<file path="src/rtl/vga_pkg.sv">
// Shared VGA definitions: standard 640x480@60 timing, polarity codes,
// totals helper and the play-area geometry used by the renderers.
package vga_pkg;

  localparam int STD_H_DISPLAY = 640;
  localparam int STD_H_FRONT   = 16;
  localparam int STD_H_SYNC    = 96;
  localparam int STD_H_BACK    = 48;
  localparam int STD_V_DISPLAY = 480;
  localparam int STD_V_FRONT   = 10;
  localparam int STD_V_SYNC    = 2;
  localparam int STD_V_BACK    = 33;
  localparam int STD_CLK_DIV   = 4;

  localparam bit POL_LOW  = 1'b0;
  localparam bit POL_HIGH = 1'b1;

  localparam int PLAY_X0     = 220;
  localparam int PLAY_Y0     = 240;
  localparam int PLAY_W      = 200;
  localparam int PLAY_H      = 140;
  localparam int PLAY_BORDER = 5;
  localparam int HP_BAR_X0   = 220;
  localparam int HP_BAR_Y0   = 400;
  localparam int HP_BAR_W    = 100;
  localparam int HP_BAR_H    = 20;

  typedef struct packed {
    logic hs;
    logic vs;
    logic vis;
  } sync_t;

  function automatic int total(
    input int disp,
    input int front,
    input int sync,
    input int back
  );
    return disp + front + sync + back;
  endfunction

endpackage

</file>
<file path="src/rtl/vga_delay_line.sv">
// Pixel-tick aligned shift register; DEPTH=0 passes the input straight through.
// Stages reset to IDLE and only move when shift is high.
module vga_delay_line #(
  parameter int               WIDTH = 3,
  parameter int               DEPTH = 0,
  parameter logic [WIDTH-1:0] IDLE  = '0
) (
  input  logic             clk,
  input  logic             reset,
  input  logic             shift,
  input  logic [WIDTH-1:0] din,
  output logic [WIDTH-1:0] dout
);

  if (DEPTH == 0) begin : g_pass
    logic unused;
    assign unused = &{1'b0, clk, reset, shift};
    assign dout = din;
  end else begin : g_stages
    logic [WIDTH-1:0] stg [DEPTH];

    always_ff @(posedge clk or posedge reset) begin
      if (reset) begin
        for (int i = 0; i < DEPTH; i++) begin
          stg[i] <= IDLE;
        end
      end else if (shift) begin
        stg[0] <= din;
        for (int i = 1; i < DEPTH; i++) begin
          stg[i] <= stg[i-1];
        end
      end
    end

    assign dout = stg[DEPTH-1];
  end

endmodule

</file>
<file path="src/rtl/vga_timing_gen.sv">
// Parametrised VGA raster timing generator with pixel-tick divider,
// frame counter and a tick-aligned delay on the sync/visible flags.
module vga_timing_gen
  import vga_pkg::*;
#(
  parameter int CLK_DIV   = STD_CLK_DIV,
  parameter int H_DISPLAY = STD_H_DISPLAY,
  parameter int H_FRONT   = STD_H_FRONT,
  parameter int H_SYNC    = STD_H_SYNC,
  parameter int H_BACK    = STD_H_BACK,
  parameter int V_DISPLAY = STD_V_DISPLAY,
  parameter int V_FRONT   = STD_V_FRONT,
  parameter int V_SYNC    = STD_V_SYNC,
  parameter int V_BACK    = STD_V_BACK,
  parameter bit H_POL     = POL_LOW,
  parameter bit V_POL     = POL_LOW,
  parameter int CW        = 10,
  parameter int DELAY     = 0,
  parameter int FRAME_W   = 8
) (
  input  logic               clk,
  input  logic               reset,
  input  logic               en,
  output logic               p_tick,
  output logic [CW-1:0]      x,
  output logic [CW-1:0]      y,
  output logic               hsync,
  output logic               vsync,
  output logic               video_on,
  output logic               line_start,
  output logic               frame_start,
  output logic [FRAME_W-1:0] frame_count
);

  localparam int H_TOTAL = total(H_DISPLAY, H_FRONT, H_SYNC, H_BACK);
  localparam int V_TOTAL = total(V_DISPLAY, V_FRONT, V_SYNC, V_BACK);
  localparam int DW      = (CLK_DIV > 1) ? $clog2(CLK_DIV) : 1;

  if ((2 ** CW) < H_TOTAL || (2 ** CW) < V_TOTAL) begin : g_cw_check
    $error("vga_timing_gen: CW too narrow for H_TOTAL/V_TOTAL");
  end

  if (CLK_DIV < 1) begin : g_div_check
    $error("vga_timing_gen: CLK_DIV must be at least 1");
  end

  localparam logic [DW-1:0] DIV_LAST = DW'(CLK_DIV - 1);
  localparam logic [CW-1:0] H_LAST   = CW'(H_TOTAL - 1);
  localparam logic [CW-1:0] V_LAST   = CW'(V_TOTAL - 1);
  localparam logic [CW-1:0] H_VIS    = CW'(H_DISPLAY);
  localparam logic [CW-1:0] V_VIS    = CW'(V_DISPLAY);
  localparam logic [CW-1:0] HS_ON    = CW'(H_DISPLAY + H_FRONT);
  localparam logic [CW-1:0] HS_OFF   = CW'(H_DISPLAY + H_FRONT + H_SYNC - 1);
  localparam logic [CW-1:0] VS_ON    = CW'(V_DISPLAY + V_FRONT);
  localparam logic [CW-1:0] VS_OFF   = CW'(V_DISPLAY + V_FRONT + V_SYNC - 1);

  logic [DW-1:0]      div_cnt;
  logic [CW-1:0]      h;
  logic [CW-1:0]      v;
  logic [FRAME_W-1:0] fc;
  logic               h_wrap;
  logic               v_wrap;
  sync_t              raw;
  sync_t              dly;

  assign p_tick = en && !reset && (div_cnt == '0);
  assign h_wrap = (h == H_LAST);
  assign v_wrap = (v == V_LAST);

  always_ff @(posedge clk or posedge reset) begin
    if (reset) begin
      div_cnt <= '0;
    end else if (en) begin
      div_cnt <= (div_cnt == DIV_LAST) ? '0 : div_cnt + DW'(1);
    end
  end

  always_ff @(posedge clk or posedge reset) begin
    if (reset) begin
      h  <= '0;
      v  <= '0;
      fc <= '0;
    end else if (p_tick) begin
      h <= h_wrap ? '0 : h + CW'(1);
      if (h_wrap) begin
        v <= v_wrap ? '0 : v + CW'(1);
        if (v_wrap) begin
          fc <= fc + FRAME_W'(1);
        end
      end
    end
  end

  // Raw flags are forced idle under reset so DELAY=0 also shows idle outputs.
  always_comb begin
    raw     = '0;
    raw.vis = !reset && (h < H_VIS) && (v < V_VIS);
    raw.hs  = !reset && (h >= HS_ON) && (h <= HS_OFF);
    raw.vs  = !reset && (v >= VS_ON) && (v <= VS_OFF);
  end

  vga_delay_line #(
    .WIDTH ($bits(sync_t)),
    .DEPTH (DELAY),
    .IDLE  ('0)
  ) u_delay (
    .clk   (clk),
    .reset (reset),
    .shift (p_tick),
    .din   (raw),
    .dout  (dly)
  );

  assign hsync       = dly.hs ? H_POL : ~H_POL;
  assign vsync       = dly.vs ? V_POL : ~V_POL;
  assign video_on    = dly.vis;
  assign line_start  = p_tick && (h == '0);
  assign frame_start = line_start && (v == '0);
  assign frame_count = fc;
  assign x           = h;
  assign y           = v;

endmodule

</file>
<file path="config.mk">
export PLATFORM = sky130hd
export DESIGN_NAME = vga_timing_gen
export DESIGN_NICKNAME = d
export VERILOG_FILES = /design/src/rtl/vga_pkg.sv /design/src/rtl/vga_delay_line.sv /design/src/rtl/vga_timing_gen.sv
export SDC_FILE = /design/constraint.sdc
export NUM_CORES = 1
export LEC_CHECK = 0
export ABC_AREA = 1
export CAP_MARGIN = 40
export CORE_ASPECT_RATIO = 0.7
export CORE_UTILIZATION = 45
export DETAILED_ROUTE_END_ITERATION = 16
export GPL_TIMING_DRIVEN = 0
export HOLD_SLACK_MARGIN = 0.15
export PLACE_DENSITY = 0.72
export SYNTH_ARGS = -nofsm -noshare
export SYNTH_HDL_FRONTEND = slang
export SYNTH_SLANG_ARGS = --single-unit
</file>
<file path="constraint.sdc">
create_clock -name clk -period 3.5 [get_ports clk]
set_input_delay 0.7 -clock clk [delete_from_list [all_inputs] [get_ports clk]]
set_output_delay 0.7 -clock clk [all_outputs]
set_load 0.01 [all_outputs]
</file>
==> impl_metrics.json <==
{
  "final_cell_mix": "nand2_1 (62), clkdlybuf4s50_1 (36), dfrtp_1 (30), nor2_1 (28), inv_1 (26)",
  "grt_usage": 0.208,
  "synth_seq_area_share": 0.403,
  "irDropWorstVdd_v": 0.000279,
  "hold_slack_ps": 512,
  "criticalPathCategory": "input pin to output pin",
  "antenna_found_initial": 0,
  "syn-num-nets": 254,
  "critical-path-slowest-cell": "clkdlybuf4s50_1",
  "worstMarginPinSlew_ps": 422,
  "initial_core_util": 0.472,
  "arrival_ps": 2610,
  "numCtsBuffers": 5,
  "yosysUniqueCellTypes": 25,
  "ant_nets": 0,
  "critPathCaptureType": "output pin",
  "drt-vias-per-instance": 5.03,
  "setup.worst_path.start_class": "input pin",
  "whs_path_depth": 2,
  "nets": 297,
  "grt_max_degree": 35,
  "die_y_microns": 55.9,
  "hold_viol_final": 0,
  "cts_buffer_depth": 2,
  "wirelength_microns": 4150,
  "dpl.hpwl_microns": 3070,
  "clkTransAtPathRegs_ps": 70,
  "synth.avg_cell_area_sq_um": 7.64,
  "fin_tns_setup_ps": 0,
  "hold_buffers": 0,
  "die_area_sq_mm": 0.00441,
  "cp_num_buf_inv": 3,
  "hold_path_class": "flop to flop",
  "ys_warn_count": 0,
  "crit_fanout": 34,
  "period_needed_ps": 3310,
  "cts_sinks": 30,
  "worstPathRequired_ps": 2800,
  "core_area_sq_mm": 0.00395,
  "vias": 1709,
  "slew_viol_final": 0,
  "rsz0062_at_grt": "false",
  "cts_setup_buffers": 0,
  "place.gp.congestion": 0.882,
  "power.leakage_uw": 0.00114,
  "synth_area_sq_mm": 0.00186,
  "clock_latency_ps": 280,
  "path_cells": "clkdlybuf4s50_1 -> inv_4 -> nand3_1 -> nor3_1 -> o311ai_0 -> clkdlybuf4s50_1",
  "synth_cells": 244,
  "cp.depth": 6,
  "io_pins": 37,
  "die-width_microns": 78.9,
  "grt-ovfl-total": 0,
  "dr.first_iter.drc_count": 85,
  "grt_pass1_wl_microns": 7020,
  "rows": 19,
  "h-tree-depth": 2,
  "timing.fmax_mhz": 302,
  "cts_tree": "done",
  "drt_pre_antenna_iters": 4,
  "final_common_cell": "nand2_1",
  "remaining_drc_errors": 0,
  "crit_path_max_incr_delay_ps": 550,
  "maxSlewHeadroom": 0.719,
  "powerDensity_mw_per_mm2": 427,
  "diodes": 0,
  "root_buffer": "clkbuf_8",
  "routedWlPerCell_microns": 12.2,
  "maxCapViolCount": 0,
  "syn2layout_area_growth_pct": 28.8,
  "r2r_cells": 9,
  "setup_viol": 0,
  "drive_gt1_frac": 0.0972,
  "outcome": "finished clean",
  "critical_path.most_common_cell": "clkdlybuf4s50_1",
  "layout_worst_path_cycle_share": 0.947,
  "ys_seq_elements": 30,
  "port-buffer-count": 36,
  "path_delay_family": "buffers and inverters",
  "skew_ps": 10.0,
  "grt_pass1_vias": 1496
}
metrics by stage:
stage / setup WS [ps] / util / cell area, sq um / std cells / total power (uW)
3_5_place_dp: -53.7 / 0.580 / 2290 / 332 / 685
4_1_cts: 148 / 0.608 / 2400 / 340 / 1030
6_report: 186 / 0.608 / 2400 / 340 / 1030
3_3_place_gp: -51.2 / 0.580 / 2290 / 332 / 679
5_1_grt: 46.3 / 0.608 / 2400 / 340 / 1090
2_1_floorplan: 1230 / - / 1860 / 244 / 579
synth_stat cells, drive strengths merged:
library cell,n,share of area
a21oi,3,0.0081
buf,1,0.0040
dfrtp,30,0.40
ha,7,0.047
inv,33,0.066
nand2,65,0.13
nand3,21,0.062
nand4,12,0.052
nor2,33,0.089
nor3,4,0.011
nor4,1,0.0034
o21ai,19,0.051
o311ai,1,0.0047
o31ai,1,0.0040
xnor2,5,0.023
xor2,8,0.038
routing by layer:
layer  track usage  up-vias  share of wire
li1              -      873              -
met1         0.312      791           0.50
met2         0.297       45           0.45
met3        0.0639        0          0.051
met4        0.0390        0              0
met5             0        -              0
cell families (layout without fill, tap and decap cells):
group                    after synthesis  in the layout  share of synthesized area
flip-flops                            30             30                      0.403
adder cells (fa/ha/maj)                7              7                     0.0470
AND/OR/NAND/NOR                      136            136                      0.351
AO/OA/AOI/OAI                         24             24                     0.0678
XOR/XNOR                              13             13                     0.0611
buffers and inverters                 34             78                     0.0705
tightest hold or removal path, delay by kind of cell, from the launching register on:
kind             cells  cell delay, ps
flip-flops           1             380
AND/OR/NAND/NOR      2             100
path summary, 6_finish.rpt:
| check | startpoint | end | slack [ps] |
|---|---|---|---|
| setup / recovery | reset | vsync | 190 |
| hold reg to reg | frame_count[7] | frame_count[7] | 510 |
| min in group asynchronous | reset | y[9] | 930 |
| hold / removal | frame_count[7] | frame_count[7] | 510 |
| setup reg to reg | y[0] | y[3] | 1760 |
| max in group asynchronous | reset | x[4] | 2260 |
where the power goes:
part	switching, uW	internal (uW)
registers	58.4	388
logic	124	109
clock network	137	209
total	319	707
area by class of cell:
type                       count  area (sq um)
sequential                    30           751
clock buffer                   5          68.8
clock inverter                 3          40.0
inverter                      33           126
tap                           52          65.1
buffer                         1          7.51
timing repair buffer          36           360
fill                         377          1550
multi-input combinational    180           982
sequential cells by signal, indices dropped and copies added, names as in the netlist:
| name | flops |
|---|---|
| div_cnt | 2 |
| frame_count | 8 |
| x | 10 |
| y | 10 |
timing repair:
action,4_1_cts,5_1_grt
gates resized for setup,1,0
endpoints found under the setup margin,2,0
endpoints found under the hold margin,0,0
(Power assumes the default switching activity.)
